===== src/rtl/led_phase_scheduler_if.sv =====
// Sample stream from the LED phase scheduler to the RED/IR FIR filter pair.
// Each channel is an independent valid/ready handshake carrying one averaged sample.
interface led_phase_scheduler_if;
  logic [7:0] red_sample;
  logic       red_valid;
  logic       red_ready;
  logic [7:0] ir_sample;
  logic       ir_valid;
  logic       ir_ready;

  modport master (
    output red_sample, red_valid, ir_sample, ir_valid,
    input  red_ready, ir_ready
  );

  modport slave (
    input  red_sample, red_valid, ir_sample, ir_valid,
    output red_ready, ir_ready
  );
endinterface


===== src/rtl/led_phase_scheduler.sv =====
// LED phase scheduler: alternates RED and IR illumination phases, applies the
// calibrated DC compensation and PGA gain per phase, waits for the front end to
// settle, averages 2^AVG_LOG2 ADC samples and offers one result per channel
// to the downstream filters.
module led_phase_scheduler #(
  parameter int unsigned SETTLE_CYCLES = 8,
  parameter int unsigned AVG_LOG2      = 2
) (
  input  logic                        clk,
  input  logic                        rst_n,
  input  logic                        enable,
  input  logic                        cal_valid,
  input  logic [6:0]                  red_op,
  input  logic [3:0]                  red_gain,
  input  logic [6:0]                  ir_op,
  input  logic [3:0]                  ir_gain,
  input  logic [7:0]                  adc,
  output logic                        led_red,
  output logic                        led_ir,
  output logic [6:0]                  dc_comp,
  output logic [3:0]                  pga_gain,
  led_phase_scheduler_if.master       smp,
  output logic                        overrun,
  output logic                        busy
);

  localparam int unsigned NSAMP   = 1 << AVG_LOG2;
  localparam int unsigned CNT_MAX = (SETTLE_CYCLES > NSAMP) ? SETTLE_CYCLES : NSAMP;
  localparam int unsigned CNT_W   = (CNT_MAX > 1) ? $clog2(CNT_MAX) : 1;
  localparam int unsigned ACC_W   = 8 + AVG_LOG2;
  localparam logic [CNT_W-1:0] SETTLE_LAST = CNT_W'(SETTLE_CYCLES - 1);
  localparam logic [CNT_W-1:0] ACQ_LAST    = CNT_W'(NSAMP - 1);

  typedef enum logic [2:0] {
    IDLE,
    RED_SETTLE,
    RED_ACQ,
    IR_SETTLE,
    IR_ACQ
  } state_t;

  state_t           state_q, state_d;
  logic [CNT_W-1:0] cnt_q, cnt_d;
  logic [ACC_W-1:0] acc_q, acc_d;
  logic [ACC_W-1:0] acc_sum;
  logic [7:0]       avg;
  logic             red_load, ir_load;

  logic [6:0]       red_op_q, ir_op_q;
  logic [3:0]       red_gain_q, ir_gain_q;

  logic             led_red_d, led_ir_d;
  logic [6:0]       dc_comp_d;
  logic [3:0]       pga_gain_d;

  logic             red_xfer, ir_xfer;
  logic             red_drop, ir_drop;

  // State, phase counter and accumulator registers
  always_ff @(posedge clk or negedge rst_n) begin
    if (!rst_n) begin
      state_q <= IDLE;
      cnt_q   <= '0;
      acc_q   <= '0;
    end else begin
      state_q <= state_d;
      cnt_q   <= cnt_d;
      acc_q   <= acc_d;
    end
  end

  // Next-state sequencing, accumulation and end-of-phase result generation
  always_comb begin
    state_d  = state_q;
    cnt_d    = cnt_q + CNT_W'(1);
    acc_d    = acc_q;
    red_load = 1'b0;
    ir_load  = 1'b0;
    // Sum including the current sample; the final one is folded in here so
    // the result is ready on the edge that leaves the acquisition state.
    acc_sum  = acc_q + ACC_W'(adc);
    avg      = acc_sum[AVG_LOG2 +: 8];

    if (!enable) begin
      state_d = IDLE;
      cnt_d   = '0;
      acc_d   = '0;
    end else begin
      case (state_q)
        IDLE: begin
          state_d = RED_SETTLE;
          cnt_d   = '0;
          acc_d   = '0;
        end
        RED_SETTLE: begin
          if (cnt_q == SETTLE_LAST) begin
            state_d = RED_ACQ;
            cnt_d   = '0;
          end
        end
        RED_ACQ: begin
          acc_d = acc_sum;
          if (cnt_q == ACQ_LAST) begin
            state_d  = IR_SETTLE;
            cnt_d    = '0;
            acc_d    = '0;
            red_load = 1'b1;
          end
        end
        IR_SETTLE: begin
          if (cnt_q == SETTLE_LAST) begin
            state_d = IR_ACQ;
            cnt_d   = '0;
          end
        end
        IR_ACQ: begin
          acc_d = acc_sum;
          if (cnt_q == ACQ_LAST) begin
            state_d = RED_SETTLE;
            cnt_d   = '0;
            acc_d   = '0;
            ir_load = 1'b1;
          end
        end
        default: begin
          state_d = IDLE;
          cnt_d   = '0;
          acc_d   = '0;
        end
      endcase
    end
  end

  // Calibration operating points, captured whenever the controller presents them
  always_ff @(posedge clk or negedge rst_n) begin
    if (!rst_n) begin
      red_op_q   <= '0;
      red_gain_q <= '0;
      ir_op_q    <= '0;
      ir_gain_q  <= '0;
    end else if (cal_valid) begin
      red_op_q   <= red_op;
      red_gain_q <= red_gain;
      ir_op_q    <= ir_op;
      ir_gain_q  <= ir_gain;
    end
  end

  // Front-end drive for the upcoming cycle; operating point only changes at phase entry
  always_comb begin
    led_red_d  = (state_d == RED_SETTLE) || (state_d == RED_ACQ);
    led_ir_d   = (state_d == IR_SETTLE)  || (state_d == IR_ACQ);
    dc_comp_d  = dc_comp;
    pga_gain_d = pga_gain;
    if (state_d == IDLE) begin
      dc_comp_d  = '0;
      pga_gain_d = '0;
    end else if ((state_d == RED_SETTLE) && (state_q != RED_SETTLE)) begin
      dc_comp_d  = red_op_q;
      pga_gain_d = red_gain_q;
    end else if ((state_d == IR_SETTLE) && (state_q != IR_SETTLE)) begin
      dc_comp_d  = ir_op_q;
      pga_gain_d = ir_gain_q;
    end
  end

  // Registered front-end drive and busy flag, switching on the same edge as the state
  always_ff @(posedge clk or negedge rst_n) begin
    if (!rst_n) begin
      led_red  <= 1'b0;
      led_ir   <= 1'b0;
      dc_comp  <= '0;
      pga_gain <= '0;
      busy     <= 1'b0;
    end else begin
      led_red  <= led_red_d;
      led_ir   <= led_ir_d;
      dc_comp  <= dc_comp_d;
      pga_gain <= pga_gain_d;
      busy     <= (state_d != IDLE);
    end
  end

  // Handshake qualifiers: a load onto a still-pending, untransferred sample is dropped
  always_comb begin
    red_xfer = smp.red_valid & smp.red_ready;
    ir_xfer  = smp.ir_valid  & smp.ir_ready;
    red_drop = red_load & smp.red_valid & ~red_xfer;
    ir_drop  = ir_load  & smp.ir_valid  & ~ir_xfer;
  end

  // RED output register: holds the offered sample until the filter takes it
  always_ff @(posedge clk or negedge rst_n) begin
    if (!rst_n) begin
      smp.red_sample <= '0;
      smp.red_valid  <= 1'b0;
    end else if (red_load && !red_drop) begin
      smp.red_sample <= avg;
      smp.red_valid  <= 1'b1;
    end else if (red_xfer) begin
      smp.red_valid  <= 1'b0;
    end
  end

  // IR output register: holds the offered sample until the filter takes it
  always_ff @(posedge clk or negedge rst_n) begin
    if (!rst_n) begin
      smp.ir_sample <= '0;
      smp.ir_valid  <= 1'b0;
    end else if (ir_load && !ir_drop) begin
      smp.ir_sample <= avg;
      smp.ir_valid  <= 1'b1;
    end else if (ir_xfer) begin
      smp.ir_valid  <= 1'b0;
    end
  end

  // Single-cycle overrun pulse for any dropped result
  always_ff @(posedge clk or negedge rst_n) begin
    if (!rst_n) begin
      overrun <= 1'b0;
    end else begin
      overrun <= red_drop | ir_drop;
    end
  end

endmodule


===== src/flat_wrapper.sv =====
// flat-port wrapper written by rule: the top's interface ports become plain ports
module led_phase_scheduler_flat 
#(
  parameter int unsigned SETTLE_CYCLES = 8,
  parameter int unsigned AVG_LOG2      = 2
)
  (clk, rst_n, enable, cal_valid, red_op, red_gain, ir_op, ir_gain, adc, led_red, led_ir, dc_comp, pga_gain, overrun, busy, smp_red_sample, smp_red_valid, smp_ir_sample, smp_ir_valid, smp_red_ready, smp_ir_ready);
  led_phase_scheduler_if smp_i ();
  input  logic clk;
  input  logic rst_n;
  input  logic enable;
  input  logic cal_valid;
  input  logic [6:0] red_op;
  input  logic [3:0] red_gain;
  input  logic [6:0] ir_op;
  input  logic [3:0] ir_gain;
  input  logic [7:0] adc;
  output logic led_red;
  output logic led_ir;
  output logic [6:0] dc_comp;
  output logic [3:0] pga_gain;
  output logic overrun;
  output logic busy;
  output wire logic [$bits(smp_i.red_sample)-1:0] smp_red_sample;
  output wire logic [$bits(smp_i.red_valid)-1:0] smp_red_valid;
  output wire logic [$bits(smp_i.ir_sample)-1:0] smp_ir_sample;
  output wire logic [$bits(smp_i.ir_valid)-1:0] smp_ir_valid;
  input wire logic [$bits(smp_i.red_ready)-1:0] smp_red_ready;
  input wire logic [$bits(smp_i.ir_ready)-1:0] smp_ir_ready;
  assign smp_red_sample = smp_i.red_sample;
  assign smp_red_valid = smp_i.red_valid;
  assign smp_ir_sample = smp_i.ir_sample;
  assign smp_ir_valid = smp_i.ir_valid;
  assign smp_i.red_ready = smp_red_ready;
  assign smp_i.ir_ready = smp_ir_ready;
  led_phase_scheduler #(.SETTLE_CYCLES(SETTLE_CYCLES), .AVG_LOG2(AVG_LOG2)) u_core (.clk(clk), .rst_n(rst_n), .enable(enable), .cal_valid(cal_valid), .red_op(red_op), .red_gain(red_gain), .ir_op(ir_op), .ir_gain(ir_gain), .adc(adc), .led_red(led_red), .led_ir(led_ir), .dc_comp(dc_comp), .pga_gain(pga_gain), .smp(smp_i), .overrun(overrun), .busy(busy));
endmodule

===== config.mk =====
export PLATFORM = sky130hd
export DESIGN_NAME = led_phase_scheduler_flat
export DESIGN_NICKNAME = d
export VERILOG_FILES = /design/src/rtl/led_phase_scheduler_if.sv /design/src/rtl/led_phase_scheduler.sv /design/src/flat_wrapper.sv
export SDC_FILE = /design/constraint.sdc
export NUM_CORES = 1
export LEC_CHECK = 0
export ABC_AREA = 1
export ABC_CLOCK_PERIOD_IN_PS = 5200
export CELL_PAD_IN_SITES_DETAIL_PLACEMENT = 0
export CELL_PAD_IN_SITES_GLOBAL_PLACEMENT = 1
export CORE_MARGIN = 2
export CORE_UTILIZATION = 41
export DETAILED_ROUTE_END_ITERATION = 16
export GPL_TIMING_DRIVEN = 0
export PLACE_DENSITY = 0.87
export SLEW_MARGIN = 15
export SYNTH_ARGS = -nofsm -noshare
export SYNTH_HDL_FRONTEND = slang
export SYNTH_SLANG_ARGS = --single-unit

===== constraint.sdc =====
create_clock -name clk -period 5.2 [get_ports clk]
set_input_delay 1.04 -clock clk [delete_from_list [all_inputs] [get_ports clk]]
set_output_delay 1.04 -clock clk [all_outputs]
set_load 0.03 [all_outputs]

==> results.py, run 1 <==
metrics = {
    "layout": {
        "fin_util": 0.5456,
        "drive_above_1_share": 0.08130,
        "fill_cells": 776,
        "mostFrequentLayoutCell": "nand2_1",
        "area_growth_pct": 29.92,
        "n_antenna_cell": 0,
        "most-common-layout-cells": "nand2_1, dfrtp_1, clkdlybuf4s50_1",
        "final_nets": 537,
    },
    "job": {
        "max-cap-violations": 0,
    },
    "setup_path": {
        "cp_max_fo": 3,
        "start_kind": "primary input",
        "required_ns": 5.42,
        "crit_path_end_kind": "flip-flop",
        "worstPathArrival_ns": 3.12,
        "worstSetupPathType": "in2reg",
    },
    "synth": {
        "yosys_warnings": 0,
        "ys_ff_latch": 71,
        "synth_cell_types": 29,
        "syn_area_um2": 3433,
        "synth_flop_cell": "dfrtp_1",
        "avgSynthCellArea_um2": 8.374,
        "ys_seq_area_frac": 0.5175,
        "synthArstFlopShare": 1.000,
        "synthesis.nets": 459,
        "synth_cells": 410,
        "synth_edf_count": 0,
    },
    "sta": {
        "tightestPinTransition_ns": 0.4534,
        "rsz0062_at_grt": "no",
        "fmax_mhz": 345.6,
        "skew_ns": 0.006941,
        "drv_slew": 0,
        "slew_headroom": 0.6977,
        "setup_tns_ns": 0,
        "post-route-period-util": 0.5564,
        "setup_viol": 0,
        "fin_ws_ns": 2.307,
        "post-route-min-period_ns": 2.893,
        "hold_viol_final": 0,
    },
    "global_routing": {
        "grt_pass1_vias": 2796,
        "grtUsageTotal": 0.1868,
        "grt_first_pass_wirelength_um": 12960,
        "grt_max_degree": 51,
        "grt_overflow": 0,
        "antenna_found_initial": 0,
    },
    "floorplan": {
        "dieArea_um2": 9122,
        "chipHeight_um": 95.51,
        "std_cell_rows": 33,
        "initial_core_util": 0.4200,
        "core_um2": 8175,
        "chipWidth_um": 95.51,
        "ioPinCount": 69,
    },
    "clock_network": {
        "cts_setup_buffers": 0,
        "cts_tree": "done",
        "clkLatencyLatePin_ns": 0.34,
        "hold_buffers": 0,
        "cts_buffers": 9,
        "clk_pin_slew_worst_paths_ns": 0.08,
        "cts.sinks": 71,
        "cts_resized": 0,
        "clock_path_buffers": 2,
        "htree_num_levels": 3,
        "cts-root-buf": "clkbuf_8",
    },
    "power_and_ir_drop": {
        "p_total_mw": 1.231,
        "peakVddDrop_mv": 0.1291,
        "p_leak_nw": 2.242,
        "powerDensity_nw_per_um2": 276.0,
    },
    "routing": {
        "avgViaCountPerCell": 4.745,
        "vias": 2833,
        "drt_iter0_drc": 111,
        "ant_nets": 0,
        "detail_route.wl_per_cell_um": 13.05,
        "drtPass1Iterations": 4,
        "drcViolationCount": 0,
        "wl_um": 7791,
    },
    "place": {
        "dp_hpwl_um": 5917,
        "place_congestion": 0.8313,
        "pre_cts_ws_ns": 1.952,
        "io_buffers": 66,
    },
    "min_path": {
        "min_path_type": "reg2reg",
    },
    "run_status": {
        "status": "complete, no violations",
    },
}
critical path: stages:
cell,delay (ns)
clkdlybuf4s50_1,0.46
ha_1,0.21
inv_1,0.08
fa_1,0.40
o21ai_0,0.38
nand4_1,0.21
nand2_1,0.10
nand2_1,0.08
nand3_1,0.07
o21ai_0,0.09
cells in the mapped netlist (2+ instances only):
| cell | number | share of area |
|---|---|---|
| a21oi_1 | 5 | 0.0073 |
| buf_2 | 4 | 0.0058 |
| buf_4 | 2 | 0.0044 |
| buf_6 | 2 | 0.0066 |
| clkbuf_1 | 5 | 0.0055 |
| dfrtp_1 | 71 | 0.52 |
| ha_1 | 12 | 0.044 |
| inv_1 | 55 | 0.060 |
| inv_2 | 2 | 0.0022 |
| mux2_2 | 2 | 0.0066 |
| nand2_1 | 125 | 0.14 |
| nand2_4 | 2 | 0.0066 |
| nand3_1 | 45 | 0.066 |
| nand4_1 | 4 | 0.0073 |
| nor2_1 | 14 | 0.015 |
| nor2_2 | 4 | 0.0073 |
| nor2_4 | 3 | 0.0098 |
| o211ai_1 | 2 | 0.0044 |
| o21ai_0 | 37 | 0.054 |
| o21ai_1 | 2 | 0.0029 |
| o22ai_1 | 2 | 0.0036 |
| xnor2_1 | 3 | 0.0077 |
layout make-up:
class	count	area, um^2	area share
sequential	71	1777	0.3983
multi-input combinational	269	1366	0.3063
timing repair buffer	67	685.7	0.1537
inverter	57	214.0	0.04797
tap	105	131.4	0.02945
clock buffer	9	123.9	0.02777
clock inverter	6	86.33	0.01935
buffer	13	76.32	0.01711
per-stage QoR:
step	cells	hold WS (ns)	instance area (um^2)
detailed placement	582	0.4338	4250
global placement	581	0.4221	4225
global route	597	0.4646	4461
CTS	597	0.4442	4461
finish	597	0.4392	4461
floorplan	410	0.4099	3433
where the power goes:
part           internal (mW)  total, mW  switching, mW
clock                  0.266      0.477          0.211
sequential             0.578      0.590         0.0117
combinational         0.0695      0.164         0.0945
logic make-up after synthesis:
group	share of synthesized area
AND/OR/NAND/NOR	0.2533
flip-flops	0.5175
buffers and inverters	0.08455
AO/OA/AOI/OAI	0.08090
adder cells (fa/ha/maj)	0.04956
XOR/XNOR	0.007654
multiplexers	0.006559
metal layers:
layer | vias up | track usage | part of all wire
li1 | 1453 | - | -
met1 | 1312 | 0.2462 | 0.48
met2 | 60 | 0.3093 | 0.47
met3 | 8 | 0.04032 | 0.039
met4 | 0 | 0.05714 | 0.011
met5 | - | 0 | 0
flip-flops by register name (all words and copies together), names as in the netlist:
register and flops:
u_core.ir_op_q 7, u_core.smp.red_sample 8, u_core.dc_comp 7, u_core.ir_gain_q 4, u_core.red_op_q 7, u_core.led_red 1
u_core.smp.red_valid 1, u_core.state_q 3, u_core.overrun 1, u_core.smp.ir_sample 8, u_core.pga_gain 4, u_core.acc_q 10
u_core.red_gain_q 4, u_core.busy 1, u_core.smp.ir_valid 1, u_core.led_ir 1, u_core.cnt_q 3
worst paths after layout:
kind | startpoint | end | slack [ns] | cells after the start
min in group asynchronous | rst_n | u_core.acc_q[1] | 0.58 | 1
worst min-delay path | u_core.cnt_q[0] | u_core.cnt_q[0] | 0.44 | 1
max in group asynchronous | rst_n | u_core.red_gain_q[1] | 4.08 | 2
worst max register to register | u_core.acc_q[0] | u_core.acc_q[8] | 3.10 | 9
worst max-delay path | adc[0] | u_core.acc_q[8] | 2.31 | 10
worst min register to register | u_core.cnt_q[0] | u_core.cnt_q[0] | 0.44 | 1
No activity file was read; power rests on OpenSTA's default activity.
==> inputs of run 2 (changes only) <==
--- a/config.mk
+++ b/config.mk
@@ -6,14 +6,14 @@
 export NUM_CORES = 1
 export LEC_CHECK = 0
 export ABC_AREA = 1
-export ABC_CLOCK_PERIOD_IN_PS = 5200
+export ABC_CLOCK_PERIOD_IN_PS = 2850
 export CELL_PAD_IN_SITES_DETAIL_PLACEMENT = 0
 export CELL_PAD_IN_SITES_GLOBAL_PLACEMENT = 1
 export CORE_MARGIN = 2
-export CORE_UTILIZATION = 41
+export CORE_UTILIZATION = 38
 export DETAILED_ROUTE_END_ITERATION = 16
 export GPL_TIMING_DRIVEN = 0
-export PLACE_DENSITY = 0.87
+export PLACE_DENSITY = 0.82
 export SLEW_MARGIN = 15
 export SYNTH_ARGS = -nofsm -noshare
 export SYNTH_HDL_FRONTEND = slang
==> constraint.sdc (replaced) <==
create_clock -name clk -period 2.85 [get_ports clk]
set_input_delay 0.57 -clock clk [delete_from_list [all_inputs] [get_ports clk]]
set_output_delay 0.57 -clock clk [all_outputs]
set_load 0.03 [all_outputs]
==> run 2 against run 1 <==
- via count up 0.81%
- hold slack got worse by 0.26 ns
- clock skew hardly changed
- critical path type unchanged
==> results.py, run 2 (synthesis gave the netlist of run 1 again) <==
metrics = {
    "layout": {
        "most-common-layout-cells": "nand2_1, dfrtp_1, clkdlybuf4s50_1",
        "n_antenna_cell": 0,
        "regMostFlops": "u_core.acc_q",
        "top_regs": "u_core.acc_q (10), u_core.smp.ir_sample (8), u_core.smp.red_sample (8)",
        "final_nets": 537,
        "area_growth_pct": 30.07,
        "drive_above_1_share": 0.07943,
        "largest_register_ffs": 10,
        "mostFrequentLayoutCell": "nand2_1",
    },
    "setup_path": {
        "cp_max_fo": 3,
        "crit_slowest_cell": "clkdlybuf4s50_1",
        "worstSetupPathType": "in2reg",
        "rr_worst_depth": 9,
        "critical_path.cell_chain": "clkdlybuf4s50_1, ha_1, inv_1, fa_1, o21ai_0, nand4_1, nand2_1, nand2_1, nand3_1, o21ai_0",
        "start_kind": "primary input",
        "max_stage_delay_ns": 0.46,
        "crit_path_end_kind": "flip-flop",
        "required_ns": 3.07,
        "worstPathArrival_ns": 2.66,
    },
    "floorplan": {
        "chipHeight_um": 99.05,
        "dieArea_um2": 9811,
        "initial_core_util": 0.3937,
        "ioPinCount": 69,
        "std_cell_rows": 34,
        "core_um2": 8721,
        "chipWidth_um": 99.05,
    },
    "clock_network": {
        "clock_path_buffers": 2,
        "cts_setup_buffers": 0,
        "htree_num_levels": 3,
        "clk_pin_slew_worst_paths_ns": 0.08,
        "cts.sinks": 71,
        "cts_buffers": 9,
        "cts-root-buf": "clkbuf_8",
        "cts_resized": 0,
        "cts_tree": "done",
        "clkLatencyLatePin_ns": 0.33,
        "hold_buffers": 0,
    },
    "power_and_ir_drop": {
        "p_leak_nw": 2.241,
        "p_total_mw": 2.281,
        "peakVddDrop_mv": 0.2630,
        "powerDensity_nw_per_um2": 510.8,
    },
    "sta": {
        "setup_viol": 0,
        "post-route-min-period_ns": 2.440,
        "post-route-period-util": 0.8560,
        "tightestPinTransition_ns": 0.4719,
        "hold_viol_final": 0,
        "skew_ns": 0.007084,
        "fin_ws_ns": 0.4104,
        "setup_tns_ns": 0,
        "rsz0062_at_grt": "no",
        "fmax_mhz": 409.9,
        "slew_headroom": 0.6854,
        "drv_slew": 0,
    },
    "routing": {
        "drcViolationCount": 0,
        "detail_route.wl_per_cell_um": 13.36,
        "ant_nets": 0,
        "drt_iter0_drc": 137,
        "drtPass1Iterations": 4,
        "avgViaCountPerCell": 4.768,
        "vias": 2856,
        "wl_um": 8001,
    },
    "min_path": {
        "min_path_type": "in2async",
    },
    "global_routing": {
        "grtUsageTotal": 0.1761,
        "grt_pass1_vias": 2896,
        "grt_first_pass_wirelength_um": 13700,
        "antenna_found_initial": 0,
        "grt_overflow": 0,
        "grt_max_degree": 37,
    },
    "job": {
        "max-cap-violations": 0,
    },
    "place": {
        "dp_hpwl_um": 6033,
        "place_congestion": 0.8708,
        "io_buffers": 66,
        "pre_cts_ws_ns": 0.03489,
    },
    "run_status": {
        "status": "complete, no violations",
    },
}
run 2: cell count changes in the layout (fill, tap and decap cells not counted), sizes merged:
cell    before  now
clkinv       3    0
clkbuf      14   16
run 2: critical path: cells and delay by family:
family                     cells  cell delay (ns)
adders and majority gates      2             0.61
buffers and inverters          2             0.55
AOI/OAI and AO/OA              2             0.47
and+or+nand+nor                4             0.45
run 2: power breakdown:
part | switching [mW] | total (mW) | leakage (nW) | internal (mW)
Sequential | 0.0223 | 1.08 | 0.937 | 1.06
Clock | 0.372 | 0.904 | 0.108 | 0.532
Combinational | 0.173 | 0.299 | 1.20 | 0.126
run 2: per-layer routing:
layer | vias to the layer above | routed length [um] | GRT usage
met1 | 1328 | 3711 | 0.2358
li1 | 1454 | - | -
met3 | 4 | 416 | 0.03404
met2 | 70 | 3820 | 0.2848
met4 | 0 | 53 | 0.06428
met5 | - | 0 | 0
run 2: final cells by class:
class | instances | area [um^2]
Fill cell | 831 | 4255
Sequential cell | 71 | 1777
Multi-Input combinational cell | 269 | 1366
Timing Repair Buffer | 67 | 678.2
Inverter | 57 | 214.0
Clock buffer | 11 | 151.4
Tap cell | 108 | 135.1
Buffer | 13 | 76.32
Clock inverter | 3 | 67.56
run 2: through the flow:
step / hold slack [ns] / util / area, um^2 / instances
floorplan: 0.2744 / - / 3433 / 410
global route: 0.2083 / 0.5121 / 4466 / 599
global placement: 0.4217 / 0.4849 / 4229 / 584
finish: 0.1830 / 0.5121 / 4466 / 599
CTS: 0.1943 / 0.5121 / 4466 / 599
detailed placement: 0.4313 / 0.4869 / 4247 / 585
run 2: path summary, 6_finish.rpt:
path / startpoint / endpoint / slack (ns)
setup / recovery: adc[0] / u_core.acc_q[8] / 0.41
hold / removal: rst_n / u_core.acc_q[4] / 0.18
setup reg to reg: u_core.acc_q[0] / u_core.acc_q[8] / 0.73
hold reg to reg: u_core.cnt_q[0] / u_core.cnt_q[0] / 0.44
max in group asynchronous: rst_n / u_core.ir_gain_q[3] / 2.11
min in group clk: u_core.cnt_q[0] / u_core.cnt_q[0] / 0.44
==> inputs of run 3 (changes only) <==
--- a/config.mk
+++ b/config.mk
@@ -14,6 +14,7 @@
 export DETAILED_ROUTE_END_ITERATION = 16
 export GPL_TIMING_DRIVEN = 0
 export PLACE_DENSITY = 0.82
+export RECOVER_POWER = 50
 export SLEW_MARGIN = 15
 export SYNTH_ARGS = -nofsm -noshare
 export SYNTH_HDL_FRONTEND = slang
==> run 3 against run 2 <==
- the flow now finishes with violations (max-capacitance violations, max-slew violations)
- via count about the same
- global-route usage is the same
- largest power group unchanged
- first-iteration DRC count did not move
- clock skew about the same
==> results.py, run 3 (synthesis gave the netlist of run 1 again) <==
metrics = {
    "clock_network": {
        "cts.sinks": 71,
        "clock_path_buffers": 2,
        "hold_buffers": 0,
        "cts_buffers": 9,
        "htree_num_levels": 3,
        "cts-root-buf": "clkbuf_8",
        "cts_resized": 0,
        "cts_setup_buffers": 0,
        "clk_pin_slew_worst_paths_ns": 0.08,
        "clkLatencyLatePin_ns": 0.33,
        "cts_tree": "done",
    },
    "sta": {
        "slew_headroom": -0.3044,
        "hold_viol_final": 0,
        "fmax_mhz": 409.9,
        "rsz0062_at_grt": "no",
        "holdWs_ns": 0.4364,
        "drv_slew": 36,
        "setup_viol": 0,
        "post-route-min-period_ns": 2.440,
        "skew_ns": 0.007095,
        "tightestPinTransition_ns": 1.957,
        "post-route-period-util": 0.8560,
    },
    "global_routing": {
        "grtUsageTotal": 0.1761,
        "grt_max_degree": 37,
        "antenna_found_initial": 0,
        "grt_overflow": 0,
        "grt_first_pass_wirelength_um": 13700,
        "grt_pass1_vias": 2896,
    },
    "power_and_ir_drop": {
        "p_leak_nw": 2.238,
        "powerDensity_nw_per_um2": 511.0,
        "peakVddDrop_mv": 0.2630,
        "p_total_mw": 2.280,
    },
    "routing": {
        "top_layer": "met4",
        "drcViolationCount": 0,
        "dr_wl_met3_um": 415,
        "drtPass1Iterations": 4,
        "met2_length_um": 3813,
        "wl_um": 7998,
        "wl_met1_um": 3715,
        "ant_nets": 0,
        "drt_iter0_drc": 137,
        "avgViaCountPerCell": 4.771,
        "detail_route.wl_per_cell_um": 13.35,
        "vias": 2858,
    },
    "layout": {
        "regMostFlops": "u_core.acc_q",
        "top_regs": "u_core.acc_q (10), u_core.smp.ir_sample (8), u_core.smp.red_sample (8)",
        "mostFrequentLayoutCell": "nand2_1",
        "n_antenna_cell": 0,
        "fill_cells": 832,
        "area_growth_pct": 29.96,
        "final_nets": 537,
        "most-common-layout-cells": "nand2_1, dfrtp_1, clkdlybuf4s50_1",
        "largest_register_ffs": 10,
        "drive_above_1_share": 0.07739,
    },
    "floorplan": {
        "chipHeight_um": 99.05,
        "chipWidth_um": 99.05,
        "initial_core_util": 0.3937,
        "dieArea_um2": 9811,
        "ioPinCount": 69,
        "std_cell_rows": 34,
        "core_um2": 8721,
    },
    "setup_path": {
        "worstSetupPathType": "in2reg",
        "critical_path.cell_chain": "clkdlybuf4s50_1, ha_1, inv_1, fa_1, o21ai_0, nand4_1, nand2_1, nand2_1, nand3_1, o21ai_0",
        "worstPathArrival_ns": 2.66,
        "crit_path_end_kind": "flip-flop",
        "max_stage_delay_ns": 0.46,
        "start_kind": "primary input",
        "required_ns": 3.07,
        "cp_max_fo": 3,
        "crit_slowest_cell": "clkdlybuf4s50_1",
    },
    "place": {
        "place_congestion": 0.8708,
        "dp_hpwl_um": 6033,
        "io_buffers": 66,
    },
    "run_status": {
        "violations": "max-capacitance violations, max-slew violations",
        "status": "complete, but fails checks",
    },
    "job": {
        "max-cap-violations": 1,
    },
    "min_path": {
        "min_path_type": "reg2reg",
    },
}
-- run 3: cell types whose count changed in the layout (fill, tap and decap cells not counted) --
cell / change
clkdlybuf4s50_1: -2
dlygate4sd3_1: +2
buf_4: -1
clkbuf_1: +1
-- run 3: final cells by class --
type                    instances  area, um^2  share of cell area
multi-input cells             269        1366              0.3062
clock inverters                 3       67.56             0.01514
repair buffers                 67       674.4              0.1511
well taps                     108       135.1             0.03029
flip-flops and latches         71        1777              0.3982
clock buffers                  11       151.4             0.03393
inverters                      57       214.0             0.04795
plain buffers                  13       76.32             0.01711
-- run 3: final timing paths --
check | end | startpoint | slack (ns) | cells past startpoint
worst min-delay path | u_core.cnt_q[0] | u_core.cnt_q[0] | 0.44 | 1
max in group asynchronous | u_core.ir_op_q[5] | rst_n | 0.95 | 1
min in group asynchronous | u_core.acc_q[0] | rst_n | 0.77 | 1
worst max register to register | u_core.acc_q[8] | u_core.acc_q[0] | 0.73 | 9
worst min register to register | u_core.cnt_q[0] | u_core.cnt_q[0] | 0.44 | 1
worst max-delay path | u_core.acc_q[8] | adc[0] | 0.41 | 10
-- run 3: report_power, final --
part,switching [mW],internal (mW)
clock network,0.372,0.532
logic,0.173,0.124
registers,0.0223,1.06
-- run 3: metrics by stage --
step	instance area, um^2	util	worst slack (ns)	cells	TNS (ns)
2_1_floorplan	3433	-	0.8199	410	0
3_5_place_dp	4247	0.4869	0.03489	585	0
6_report	4462	0.5116	0.4104	599	0
4_1_cts	4466	0.5121	0.3873	599	0
3_3_place_gp	4229	0.4849	-1.204	584	-85.28
5_1_grt	4462	0.5116	0.2037	599	0
-- run 3: metal layers --
layer | global-route usage | vias to the layer above
met1 | 0.2358 | 1330
li1 | - | 1454
met4 | 0.06428 | 0
met2 | 0.2848 | 70
met3 | 0.03404 | 4
met5 | 0 | -
-- run 3: critical path: cells and delay by family --
family	cells	cell delay, ns
AOI/OAI and AO/OA	2	0.47
buffers and inverters	2	0.55
adders and majority gates	2	0.61
and+or+nand+nor	4	0.45
